[config.mk]
export PLATFORM = sky130hd
export DESIGN_NAME = ram_fifo_ctrl_flat
export DESIGN_NICKNAME = d
export VERILOG_FILES = /design/src/rtl/ram_fifo_ctrl_if.sv /design/src/rtl/ram_fifo_ctrl.sv /design/src/flat_wrapper.sv
export SDC_FILE = /design/constraint.sdc
export NUM_CORES = 1
export LEC_CHECK = 0
export BUFFER_PORTS_ARGS = -buffer_cell sky130_fd_sc_hd__buf_2
export CAP_MARGIN = 20
export CORE_UTILIZATION = 39
export CTS_BUF_LIST = sky130_fd_sc_hd__clkbuf_4 sky130_fd_sc_hd__clkbuf_8 sky130_fd_sc_hd__clkbuf_16
export CTS_CLUSTER_DIAMETER = 40
export DETAILED_ROUTE_END_ITERATION = 12
export PLACE_DENSITY = 0.67
export REMOVE_ABC_BUFFERS = 1
export SETUP_SLACK_MARGIN = 0.1
export SYNTH_ARGS = -nofsm -noshare
export SYNTH_HDL_FRONTEND = slang
export SYNTH_SLANG_ARGS = --single-unit
[constraint.sdc]
create_clock -name clk -period 3.9 [get_ports clk]
set_clock_uncertainty 0.2 [all_clocks]
set_input_delay 0.78 -clock clk [delete_from_list [all_inputs] [get_ports clk]]
set_output_delay 0.78 -clock clk [all_outputs]
set_load 0.02 [all_outputs]
[src/rtl/ram_fifo_ctrl_if.sv]
// rtl/ram_fifo_ctrl_if.sv - write/read stream handshake bundle for ram_fifo_ctrl
interface ram_fifo_ctrl_if #(
  parameter int WIDTH = 16
);
  logic             s_valid;
  logic             s_ready;
  logic [WIDTH-1:0] s_data;
  logic             m_valid;
  logic             m_ready;
  logic [WIDTH-1:0] m_data;

  modport master (
    output s_valid, s_data, m_ready,
    input  s_ready, m_valid, m_data
  );

  modport slave (
    input  s_valid, s_data, m_ready,
    output s_ready, m_valid, m_data
  );
endinterface

[src/rtl/ram_fifo_ctrl.sv]
// rtl/ram_fifo_ctrl.sv - FIFO controller around a single-port, 1-cycle-latency block RAM
module ram_fifo_ctrl #(
  parameter int WIDTH = 16,
  parameter int DEPTH = 1024,
  localparam int AW = $clog2(DEPTH),
  localparam int FW = AW + 1
) (
  input  logic             clk,
  input  logic             rst_n,
  input  logic             flush,
  ram_fifo_ctrl_if.slave   bus,
  output logic [FW-1:0]    fill,
  output logic             full,
  output logic             empty,
  output logic             ram_write_en,
  output logic             ram_read_en,
  output logic [AW-1:0]    ram_addr,
  output logic [WIDTH-1:0] ram_data_in,
  input  logic [WIDTH-1:0] ram_data_out
);

  logic [AW-1:0]    wr_ptr_q, wr_ptr_d;
  logic [AW-1:0]    rd_ptr_q, rd_ptr_d;
  logic [FW-1:0]    fill_q, fill_d;
  logic             rd_inflight_q, rd_inflight_d;
  logic             m_valid_q, m_valid_d;
  logic [WIDTH-1:0] m_data_q, m_data_d;
  logic             rd_issue;
  logic             push;

  // Explicit wrap so non-power-of-two depths stay in range.
  function automatic logic [AW-1:0] ptr_inc(input logic [AW-1:0] p);
    return (p == AW'(DEPTH - 1)) ? '0 : p + AW'(1);
  endfunction

  assign full  = (fill_q == FW'(DEPTH));
  assign empty = (fill_q == '0);
  assign fill  = fill_q;

  // Reads win the port; the in-flight gap guarantees a free write slot every other cycle.
  assign rd_issue    = !empty && !rd_inflight_q && (!m_valid_q || bus.m_ready) && !flush;
  assign bus.s_ready = !full && !rd_issue && !flush && rst_n;
  assign push        = bus.s_valid && bus.s_ready;

  assign bus.m_valid = m_valid_q;
  assign bus.m_data  = m_data_q;

  always_comb begin
    ram_write_en = 1'b0;
    ram_read_en  = 1'b0;
    ram_addr     = '0;
    ram_data_in  = '0;
    if (rd_issue) begin
      ram_read_en = 1'b1;
      ram_addr    = rd_ptr_q;
    end else if (push) begin
      ram_write_en = 1'b1;
      ram_addr     = wr_ptr_q;
      ram_data_in  = bus.s_data;
    end
  end

  always_comb begin
    wr_ptr_d      = wr_ptr_q;
    rd_ptr_d      = rd_ptr_q;
    fill_d        = fill_q;
    rd_inflight_d = rd_inflight_q;
    m_valid_d     = m_valid_q;
    m_data_d      = m_data_q;
    if (flush) begin
      wr_ptr_d      = '0;
      rd_ptr_d      = '0;
      fill_d        = '0;
      rd_inflight_d = 1'b0;
      m_valid_d     = 1'b0;
    end else begin
      if (push) begin
        wr_ptr_d = ptr_inc(wr_ptr_q);
        fill_d   = fill_q + FW'(1);
      end
      if (rd_issue) begin
        rd_ptr_d = ptr_inc(rd_ptr_q);
        fill_d   = fill_q - FW'(1);
      end
      rd_inflight_d = rd_issue;
      // A landing return takes precedence over a same-cycle consume.
      if (rd_inflight_q) begin
        m_valid_d = 1'b1;
        m_data_d  = ram_data_out;
      end else if (m_valid_q && bus.m_ready) begin
        m_valid_d = 1'b0;
      end
    end
  end

  always_ff @(posedge clk or negedge rst_n) begin
    if (!rst_n) begin
      wr_ptr_q      <= '0;
      rd_ptr_q      <= '0;
      fill_q        <= '0;
      rd_inflight_q <= 1'b0;
      m_valid_q     <= 1'b0;
      m_data_q      <= '0;
    end else begin
      wr_ptr_q      <= wr_ptr_d;
      rd_ptr_q      <= rd_ptr_d;
      fill_q        <= fill_d;
      rd_inflight_q <= rd_inflight_d;
      m_valid_q     <= m_valid_d;
      m_data_q      <= m_data_d;
    end
  end

endmodule

[src/flat_wrapper.sv]
// flat-port wrapper written by rule: the top's interface ports become plain ports
module ram_fifo_ctrl_flat 
#(
  parameter int WIDTH = 16,
  parameter int DEPTH = 1024,
  localparam int AW = $clog2(DEPTH),
  localparam int FW = AW + 1
)
  (clk, rst_n, flush, fill, full, empty, ram_write_en, ram_read_en, ram_addr, ram_data_in, ram_data_out, bus_s_valid, bus_s_data, bus_m_ready, bus_s_ready, bus_m_valid, bus_m_data);
  ram_fifo_ctrl_if #(.WIDTH(WIDTH)) bus_i ();
  input  logic clk;
  input  logic rst_n;
  input  logic flush;
  output logic [FW-1:0] fill;
  output logic full;
  output logic empty;
  output logic ram_write_en;
  output logic ram_read_en;
  output logic [AW-1:0] ram_addr;
  output logic [WIDTH-1:0] ram_data_in;
  input  logic [WIDTH-1:0] ram_data_out;
  input wire logic [$bits(bus_i.s_valid)-1:0] bus_s_valid;
  input wire logic [$bits(bus_i.s_data)-1:0] bus_s_data;
  input wire logic [$bits(bus_i.m_ready)-1:0] bus_m_ready;
  output wire logic [$bits(bus_i.s_ready)-1:0] bus_s_ready;
  output wire logic [$bits(bus_i.m_valid)-1:0] bus_m_valid;
  output wire logic [$bits(bus_i.m_data)-1:0] bus_m_data;
  assign bus_i.s_valid = bus_s_valid;
  assign bus_i.s_data = bus_s_data;
  assign bus_i.m_ready = bus_m_ready;
  assign bus_s_ready = bus_i.s_ready;
  assign bus_m_valid = bus_i.m_valid;
  assign bus_m_data = bus_i.m_data;
  ram_fifo_ctrl #(.WIDTH(WIDTH), .DEPTH(DEPTH)) u_core (.clk(clk), .rst_n(rst_n), .flush(flush), .bus(bus_i), .fill(fill), .full(full), .empty(empty), .ram_write_en(ram_write_en), .ram_read_en(ram_read_en), .ram_addr(ram_addr), .ram_data_in(ram_data_in), .ram_data_out(ram_data_out));
endmodule
# Word-level counts from Yosys, hierarchy flattened
# Index checks and enable logic that the tools add are counted.
[word_totals] register_bits=49 input_bits=37 output_inout_bits=59 elab_cells=55
[classes] addsub=4 eq_ne=3 mux=20 bitwise_logic=1 reduce_logical=21
[ops] operator="$mux W10" count=8
[ops] operator="$mux W11" count=3
[ops] operator="$mux W16" count=2
[ops] operator="$add A10 B1 Y10 const B" count=2
[ops] operator="$eq A10 B10 Y1 const B" count=2
[ops] operator="$add A11 B1 Y11 const B" count=1
[ops] operator="$eq A11 B11 Y1 const B" count=1
[ops] operator="$logic_not A11 Y1" count=1
[ops] operator="$sub A11 B1 Y11 const B" count=1
[ops] operator="$logic_and A1 B1 Y1" count=8
[ops] operator="$mux W1" count=7
[ops] operator="$logic_not A1 Y1" count=6
[ops] operator="$reduce_bool A3 Y1" count=2
[ops] operator="$reduce_bool A2 Y1" count=2
[ops] operator="$reduce_and A2 Y1" count=1
[ops] operator="$logic_or A1 B1 Y1" count=1
[ops] operator="$not A1 Y1" count=1

# Depth between registers and ports, before layout
# Gate-level depths: netlist of run 1.
[logic_depth] depth_word=13 depth_mapped=13 ltp_nobuf=12

# Worst setup path after synthesis of run 1
# OpenSTA, ideal clock, no wires.
[synth_path] path_type="in2reg" start="in bus_m_ready" end="reg u_core.fill_q[10] (netlist: u_core.fill[10])" setup_time_ns=0.125 arrival_time_ns=3.040 required_time_ns=3.575 slack_ns=0.535 path_stages=13 path_cell_list="inv_1 a21oi_2 o21ai_4 nor2_2 buf_6 inv_1 fa_1 nor2b_1 o2111ai_1 a21oi_2 o22ai_2 and3_1 a2111oi_0"
[synth_between] elab_chain_cells=9 elab_cells_between_ends=11
[synth_rtl] element="start, declared" line_no="flat_wrapper.sv:24" source="input wire logic [$bits(bus_i.m_ready)-1:0] bus_m_ready;"
[synth_rtl] element="$logic_or A1 B1 Y1 (*)" line_no="ram_fifo_ctrl.sv:41" source="assign rd_issue = !empty && !rd_inflight_q && (!m_valid_q || bus.m_ready) && !flush;"
[synth_rtl] element="$logic_and A1 B1 Y1 (*) (2 in a row)" line_no="ram_fifo_ctrl.sv:41"
[synth_rtl] element="$logic_not A1 Y1" line_no="ram_fifo_ctrl.sv:42" source="assign bus.s_ready = !full && !rd_issue && !flush && rst_n;"
[synth_rtl] element="$logic_and A1 B1 Y1 (3 in a row)" line_no="ram_fifo_ctrl.sv:42"
[synth_rtl] element="$logic_and A1 B1 Y1" line_no="ram_fifo_ctrl.sv:43" source="assign push = bus.s_valid && bus.s_ready;"
[synth_rtl] element="$reduce_bool A3 Y1 (no source line)"
[synth_rtl] element="end signal, assigned" line_no="ram_fifo_ctrl.sv:107" source="fill_q <= fill_d;"
[synth_rtl] element="end, declared" line_no="ram_fifo_ctrl.sv:24" source="logic [FW-1:0] fill_q, fill_d;"
# Every way passes the cells marked *; elsewhere a longest branch is shown, timed or not.
# A chain may end at the register's enable or synchronous reset.

# Final worst setup path of run 1
[layout_path] start="reg u_core.fill_q[0] (netlist: u_core.fill[0])" end="reg u_core.fill_q[10] (netlist: u_core.fill[10])"
[layout_between] elab_chain_cells=11 elab_cells_between_ends=18
[layout_rtl] element="branches (longest 11 deep; another with $add A11 B1 Y11)"
# Parallel ways; which one is timed is not known. The select of a mux whose other input is x is not followed.

==> results of run 1 <==
per-layer routing:
layer | track usage, % | vias to the layer above | wire (µm)
met5 | 0 | - | 0
li1 | - | 1290 | -
met3 | 3.20 | 8 | 434
met2 | 30.5 | 102 | 3240
met4 | 5.48 | 0 | 73
met1 | 22.3 | 1245 | 3100
path summary, 6_finish.rpt:
path	from	endpoint	slack [ns]	depth (start not counted)
max reg2reg	u_core.fill[0]	u_core.fill[10]	0.47	12
min in group clk	u_core.bus.m_data[8]	u_core.bus.m_data[8]	0.31	1
min reg2reg	u_core.bus.m_data[8]	u_core.bus.m_data[8]	0.31	1
min	rst_n	u_core.fill[0]	0.18	1
max	u_core.fill[0]	u_core.fill[10]	0.47	12
max in group asynchronous	rst_n	u_core.rd_ptr_q[9]	2.54	2
metrics by stage:
| step | hold slack (ns) | instance area [µm²] | setup WS [ns] | cells |
|---|---|---|---|---|
| after global placement | 0.285 | 3550 | 0.450 | 490 |
| final | 0.181 | 3650 | 0.474 | 498 |
| after floorplan | 0.260 | 2910 | 0.168 | 290 |
| after detailed placement | 0.290 | 3550 | 0.392 | 490 |
| after CTS | 0.183 | 3640 | 0.369 | 498 |
| after global routing | 0.189 | 3650 | 0.111 | 498 |
area by class of cell:
cell class	count	area share, %
clock buffer	5	1.89
multi-input combinational	233	45.3
sequential	49	33.6
tap	99	3.39
clock inverter	3	0.720
inverter	8	0.823
timing repair buffer	101	14.3
Yosys cell counts (all sizes together) (6+ instances only):
| cell type | n |
|---|---|
| a21oi | 21 |
| a22o | 10 |
| and2 | 19 |
| and3 | 12 |
| buf | 10 |
| dfrtp | 49 |
| ha | 11 |
| inv | 8 |
| mux2 | 16 |
| nand2 | 20 |
| nand3 | 8 |
| nand4 | 6 |
| nor2 | 25 |
| o21ai | 22 |
| xor2 | 9 |
registers in the layout (all words and copies together), names as in the netlist:
signal	flops
u_core.bus.m_data	16
u_core.bus.m_valid	1
u_core.fill	11
u_core.rd_inflight_q	1
u_core.rd_ptr_q	10
u_core.wr_ptr_q	10
what timing repair did:
item                                    in CTS  in global routing
hold endpoints to repair                     0                  0
hold buffers                                 0                  0
endpoints found under the setup margin       0                  1
resized for setup                            0                  1
report_power, final:
| group | leakage, nW | internal, W | total, W | switching (W) |
|---|---|---|---|---|
| sequential | 0.637 | 0.000653 | 0.000777 | 0.000124 |
| combinational | 1.15 | 0.000517 | 0.00128 | 0.000758 |
| clock | 0.0423 | 0.000131 | 0.000314 | 0.000183 |
| total | 1.83 | 0.00130 | 0.00237 | 0.00107 |
cell families (layout without fill, tap and decap cells):
group | Yosys count | count (layout) | share of synthesized area [%]
buffers and inverters | 22 | 117 | 3.97
and+or+nand+nor | 110 | 110 | 20.7
adders and majority gates | 12 | 12 | 5.27
AOI/OAI and AO/OA | 81 | 81 | 19.0
DFF | 49 | 49 | 41.0
xor gates and xnor gates | 13 | 13 | 3.80
muxes | 17 | 17 | 6.35
critical path: stages (launching register included):
cell,delay (ns)
dfrtp_1,0.47
nor4_4,0.39
nand3_2,0.19
o21ai_4,0.26
nor2_2,0.13
buf_4,0.22
ha_1,0.34
a21oi_1,0.14
inv_1,0.07
or3_1,0.32
o22ai_2,0.13
a211oi_1,0.07
a2111oi_0,0.35
==> results.yml, run 1 <==
cells_and_area:
  multi_input_area_um2: 1650
  final_cell_mix: "95 x buf_2, 49 x dfrtp_1, 22 x nor2_1, 20 x nand2_1, 20 x o21ai_0"
  drive_above_1_share_pct: 35.6
  antennaDiodeCount: 0
  mostFrequentLayoutCell: "buf_2"
  seq_area_um2: 1230
  finalCoreUtilization_pct: 49.8
  area_growth_pct: 21.9
  num-fill-cells: 713
  final_nets: 447
die:
  dieArea_um2: 8030
  ios: 96
  start_util_pct: 40.8
  rows: 31
  coreArea_um2: 7330
  fp.dieH_um: 89.6
  fp.dieW_um: 89.6
timing:
  hold_viol_final: 0
  slew_violations: 0
  fin_crit_ns: 3.43
  worstMarginPinSlew_ns: 0.508
  setup_violations: 0
  fin_crit_sh_pct: 87.8
  relSlewSlack_pct: 66.1
  fin_setup_tns_ns: 0
  rsz0062_at_grt: "false"
  fmax_mhz: 292
drt:
  vias_per_cell: 5.31
  wl_um: 6850
  initialDrtViolationCount: 78
  drc: 0
  vias: 2645
  first_pass_iters: 4
  wire_per_inst_um: 13.7
  drtAntennaViolNets: 0
worst_setup_path:
  cp.arrival_ns: 3.41
  end_kind: "register"
  cp-start-kind: "register"
  crit_type: "register to register"
  path_max_fanout: 15
  cp.required_ns: 3.89
cts:
  clock_sinks: 49
  cts_tree: "built"
  clk_pin_slew_ns: 0.10
  cts_setup_buffers: 0
  clock_path_buffers: 2
  insertion_delay_ns: 0.31
  clockRootBuffer: "clkbuf_8"
  h-tree-depth: 2
  numCtsBuffers: 5
flow_run:
  maxCapViolCount: 0
synthesis:
  ys_seq_elements: 49
  async_reset_ff_share_pct: 100
  ys_seq_area_share_pct: 41.0
  avgSynthCellArea_um2: 9.85
  synth_top_area_share_pct: 41.0
  syn-cell-area_um2: 2990
  yosysTopAreaCell: "dfrtp_1"
  synth.distinct_cells: 51
  syn_inst: 304
  synth_area_leaders: "dfrtp_1 41%, mux2_2 6.0%, ha_1 4.6%"
  synth-edff-count: 0
  ys_warn_count: 0
  ys.flop_type: "dfrtp_1"
placed_design:
  port_buffers: 95
  place_congestion: 0.857
  dp_hpwl_um: 5120
pwr:
  total_power_w: 0.00237
  leakagePower_nw: 1.83
  ir_drop_uv: 247
  p_per_area_nw_per_um2: 648
global_route:
  gr-usage-all-layers_pct: 17.6
  grt_pass1_vias: 2302
  gr-total-overflow: 0
  antenna_found_initial: 0
  grt_pass1_wl_um: 10900
  grt_max_degree: 39
status:
  status: "completed"
min_path:
  hold_path.class: "input port to async pin"
Power figures use the tool's default switching activity.
==> inputs of run 2 (changes only) <==
CORE_MARGIN = 3   (was default)
CTS_BUF_LIST = default   (was sky130_fd_sc_hd__clkbuf_4 sky130_fd_sc_hd__clkbuf_8 sky130_fd_sc_hd__clkbuf_16)
GPL_TIMING_DRIVEN = 0   (was default)
==> run 2 against run 1 <==
Global-route usage decreased by 1.5 points; maximum frequency decreased by 1.6%; routed wire length increased by 2.7%; combinational power about the same; power increased by 1.3%; via count increased by 0.87%; non-clock buffer count decreased by 2; worst setup slack got worse by 0.057 ns; clock power about the same.
==> results.yml, run 2 (synthesis gave the netlist of run 1 again) <==
cells_and_area:
  largest_reg_flops: 16
  final_nets: 446
  seq_area_um2: 1230
  area_growth_pct: 22.1
  finalNonFillerCells: 497
  drive_above_1_share_pct: 35.4
  final_cell_mix: "95 x buf_2, 49 x dfrtp_1, 22 x nor2_1, 20 x nand2_1, 20 x o21ai_0"
  num-fill-cells: 729
  mostFrequentLayoutCell: "buf_2"
  antennaDiodeCount: 0
  multi_input_area_um2: 1660
pwr:
  power_frac_comb_pct: 54.2
  p_int_w: 0.00131
  total_power_w: 0.00240
  p_switching_w: 0.00109
  seqPwrFrac_pct: 32.7
  power_switching_share_pct: 45.3
  ir_drop_uv: 239
  p_per_area_nw_per_um2: 656
  leakagePower_nw: 1.82
  p_clk_share_pct: 13.2
cts:
  h-tree-depth: 2
  numCtsBuffers: 5
  clockRootBuffer: "clkbuf_8"
  clock_path_buffers: 2
  clock_sinks: 49
  cts_tree: "built"
  clk_pin_slew_ns: 0.09
  ctsHoldBuffers: 0
  insertion_delay_ns: 0.30
drt:
  initialDrtViolationCount: 150
  wire_per_inst_um: 14.1
  drtAntennaViolNets: 0
  wl_um: 7030
  drc: 0
  vias: 2668
  vias_per_cell: 5.37
  first_pass_iters: 4
die:
  rows: 31
  coreArea_um2: 7370
  dieArea_um2: 8760
  start_util_pct: 40.6
  fp.dieH_um: 93.6
  fp.dieW_um: 93.6
  ios: 96
timing:
  fin_crit_ns: 3.48
  fin_crit_sh_pct: 89.3
  relSlewSlack_pct: 50.1
  rsz0062_at_grt: "false"
  hold_viol_final: 0
  fin_setup_tns_ns: 0
  slew_violations: 0
  setup_violations: 0
  setup_ws_ns: 0.417
  fmax_mhz: 287
  worstMarginPinSlew_ns: 0.748
  fin_hold_ws_ns: 0.165
worst_setup_path:
  r2r_slack_ns: 0.45
  cp.arrival_ns: 2.50
  crit_slowest_cell: "o2111a_2"
  reg2regPathDepth: 12
  path_max_fanout: 38
  critPathCapture: "ram_addr[4]"
  startpoint: "flush"
  path_cells: "buf_2 -> a41oi_1 -> o2111a_2 -> a22o_1 -> buf_2"
  worst_path_largest_cell_delay_ns: 0.65
  crit_top_cell: "buf_2"
  crit_type: "input port to output port"
  r2r_start: "u_core.fill[1]"
  end_kind: "output port"
  cp-start-kind: "input port"
  cp.required_ns: 2.92
  r2r-end: "u_core.fill[10]"
global_route:
  grt_pass1_wl_um: 11700
  grt_max_degree: 39
  grt_pass1_vias: 2510
  gr-usage-all-layers_pct: 16.2
  gr-total-overflow: 0
  antenna_found_initial: 0
flow_run:
  maxCapViolCount: 0
placed_design:
  place_congestion: 0.789
  dpl.cell_count: 486
  dp_hpwl_um: 5090
  dp_slack_ns: -0.377
  port_buffers: 95
status:
  status: "completed"
min_path:
  hold_path.class: "input port to async pin"
[run 2: changes by cell type in the layout (fill, tap and decap cells not counted)]
cell,change
nor2_4,+1
buf_12,+1
buf_4,-3
nand3_1,+1
nand3_2,-1
o2111a_2,+1
o2111a_1,-1
[run 2: cell type report]
cell class                      instances  area share [%]
Inverter                                8           0.822
Timing Repair Buffer                   99            14.2
Clock buffer                            5            1.88
Sequential cell                        49            33.6
Multi-Input combinational cell        234            45.5
Clock inverter                          3           0.719
Tap cell                               99            3.39
[run 2: worst min-delay path by stage]
stage	from	to	slack (ns)
after floorplan	u_core.wr_ptr_q[7]	u_core.wr_ptr_q[7]	0.26
after detailed placement	u_core.bus.m_data[5]	u_core.bus.m_data[5]	0.29
final	rst_n	u_core.fill[9]	0.17
after global routing	rst_n	u_core.fill[0]	0.18
after CTS	rst_n	u_core.fill[9]	0.17
after global placement	u_core.bus.m_data[2]	u_core.bus.m_data[2]	0.28
[run 2: power groups by stage]
| stage | registers [W] | clock network, W | logic, W |
|---|---|---|---|
| after global routing | 0.000807 | 0.000352 | 0.00142 |
| after global placement | 0.000785 | 0 | 0.00123 |
| final | 0.000783 | 0.000316 | 0.00130 |
| after CTS | 0.000785 | 0.000328 | 0.00127 |
| after floorplan | 0.000939 | 0 | 0.000748 |
| after detailed placement | 0.000796 | 0 | 0.00126 |
[run 2: through the flow]
stage / util, % / cell area (µm²)
2_1_floorplan: - / 2910
3_3_place_gp: 47.6 / 3500
3_5_place_dp: 47.9 / 3530
4_1_cts: 49.3 / 3630
5_1_grt: 49.6 / 3650
6_report: 49.6 / 3650
[run 2: repair_timing]
action,in CTS,in global routing
pin swaps,0,2
resized for setup,2,0
cloned,0,1
setup buffers,0,2
setup endpoints to repair,4,1
[run 2: routing by layer]
layer	wire [µm]	GRT usage, %
met5	0	0
met4	41	2.53
met3	562	3.86
met2	3160	26.6
met1	3270	22.1
[run 2: critical path: cells and delay by family]
family / cells / cell delay (ns)
buffers and inverters: 2 / 0.51
AO/OA/AOI/OAI: 3 / 1.19
==> inputs of run 3 (changes only) <==
BUFFER_PORTS_ARGS = -buffer_cell sky130_fd_sc_hd__buf_4   (was -buffer_cell sky130_fd_sc_hd__buf_2)
CTS_CLUSTER_DIAMETER = 200   (was 40)
clock period = 3.3 ns   (was 3.9 ns; I/O delays follow)
==> run 3 against run 2 <==
Clock power up 39%; register-to-register slack got worse by 0.28 ns; utilization up 6.8 points; sequential share of layout area is 3.9 points lower; first-iteration DRC count is 25% higher; worst setup slack lost 0.25 ns; combinational power grew 46%; final cell count up 4.2%; critical endpoint is now u_core.fill[10]; largest power group unchanged.
==> results.yml, run 3 (synthesis gave the netlist of run 1 again) <==
pwr:
  leakagePower_nw: 1.99
  p_per_area_nw_per_um2: 788
  ir_drop_uv: 289
cts:
  clock_path_buffers: 2
  h-tree-depth: 2
  ctsHoldBuffers: 0
  clk_pin_slew_ns: 0.10
  cts_tree: "built"
  clockRootBuffer: "clkbuf_8"
  insertion_delay_ns: 0.31
  clock_sinks: 49
  numCtsBuffers: 5
drt:
  vias: 2763
  wl_um: 7760
  first_pass_iters: 4
  wire_per_inst_um: 15.0
  drtAntennaViolNets: 0
  vias_per_cell: 5.33
  initialDrtViolationCount: 188
  drc: 0
cells_and_area:
  seq_area_um2: 1230
  final_nets: 467
  mostFrequentLayoutCell: "buf_4"
  final_cell_mix: "117 x buf_4, 45 x dfrtp_1, 22 x nor2_1, 20 x nand2_1, 20 x o21ai_0"
  antennaDiodeCount: 0
  finalNonFillerCells: 518
  largest_reg_flops: 16
  multi_input_area_um2: 1740
  num-fill-cells: 653
  drive_above_1_share_pct: 41.3
  fin_area_um2: 4150
  area_growth_pct: 38.7
placed_design:
  dpl.cell_count: 485
  place_congestion: 0.795
  port_buffers: 95
  dp_hpwl_um: 5030
  placed_cell_area_um2: 3750
die:
  fp.dieW_um: 93.6
  start_util_pct: 40.6
  rows: 31
  ios: 96
  dieArea_um2: 8760
  coreArea_um2: 7370
  fp.dieH_um: 93.6
global_route:
  gr-usage-all-layers_pct: 17.8
  grt_pass1_vias: 2548
  antenna_found_initial: 0
  grt_pass1_wl_um: 12500
  gr-total-overflow: 0
  grt_max_degree: 54
min_path:
  hold_path.class: "input port to async pin"
worst_setup_path:
  r2r-end: "u_core.fill[10]"
  r2r_slack_ns: 0.17
  cp.arrival_ns: 3.12
  cp-start-kind: "register"
  crit_type: "register to register"
  reg2regPathDepth: 11
  path_max_fanout: 7
  r2r_start: "u_core.fill[0]"
  worst_path_largest_cell_delay_ns: 0.45
  crit_slowest_cell: "dfrtp_2"
  path_cells: "nor4_4 -> nand3_2 -> o21ai_4 -> nor2_4 -> ha_1 -> a21o_1 -> a21oi_1 -> a21oi_2 -> o22ai_2 -> and3_1 -> a2111oi_2"
  end_kind: "register"
  cp.required_ns: 3.29
timing:
  worstMarginPinSlew_ns: 0.639
  setup_violations: 0
  hold_viol_final: 0
  relSlewSlack_pct: 57.4
  fmax_mhz: 320
  fin_crit_ns: 3.13
  fin_crit_sh_pct: 94.8
  rsz0062_at_grt: "true"
  slew_violations: 0
flow_run:
  maxCapViolCount: 0
status:
  status: "completed"
[run 3: changes by cell type in the layout (fill, tap and decap cells not counted), moves of 2 or more]
cell       previous run  this run
dfrtp_1              49        45
buf_4                 3       117
buf_2                95         0
a2111oi_0             2         0
dfrtp_2               0         4
[run 3: layout make-up]
type | instances | share of cell area [%]
timing repair buffer | 119 | 21.9
multi-input combinational | 235 | 42.0
clock buffer | 5 | 1.66
clock inverter | 3 | 1.11
sequential | 49 | 29.6
tap | 99 | 2.98
inverter | 8 | 0.723
[run 3: worst max-delay path by stage]
stage	from	end	slack [ns]	cells after the start
3_3_place_gp	bus_m_ready	u_core.fill[10]	-0.82	13
6_report	u_core.fill[0]	u_core.fill[10]	0.17	11
5_1_grt	bus_m_ready	u_core.fill[10]	0.04	13
4_1_cts	bus_m_ready	u_core.fill[10]	0.03	13
2_1_floorplan	bus_m_ready	u_core.fill[10]	-0.31	12
3_5_place_dp	bus_m_ready	u_core.fill[10]	-0.97	13
[run 3: worst max-delay path: cells and delay by family, from the launching register on]
family / cells / cell delay [ns]
DFF: 1 / 0.45
and+or+nand+nor: 4 / 0.81
adders and majority gates: 1 / 0.45
AOI/OAI and AO/OA: 6 / 1.11
[run 3: what timing repair did]
item,CTS,global route
cloned,2,0
pin swaps,5,12
gates resized for setup,9,10
setup buffers,8,15
endpoints found under the setup margin,36,31
[run 3: power by group]
group          total, W  internal (W)  leakage, nW  switching (W)
Combinational   0.00190      0.000888         1.30        0.00101
Clock          0.000439      0.000227       0.0543       0.000212
Sequential     0.000939      0.000776        0.631       0.000163
Total           0.00327       0.00189         1.99        0.00138
[run 3: metal layers]
layer  share of wire (%)  wire length [µm]  track usage, %
met1                  44              3450            25.1
met2                  46              3540            27.5
met3                 8.5               661            4.18
met4                 1.4               106            4.45
met5                   0                 0               0
[run 3: per-stage QoR]
step           util [%]  setup slack, ns  setup TNS, ns  power (W)  hold WS (ns)
2_1_floorplan         -           -0.312         -0.586    0.00199         0.164
3_3_place_gp       50.8           -0.824          -9.40    0.00250         0.293
3_5_place_dp       50.9           -0.974         -10.69    0.00255         0.300
4_1_cts            53.9           0.0334              0    0.00313         0.200
5_1_grt            56.4           0.0438              0    0.00349         0.224
6_report           56.4            0.170              0    0.00327         0.175
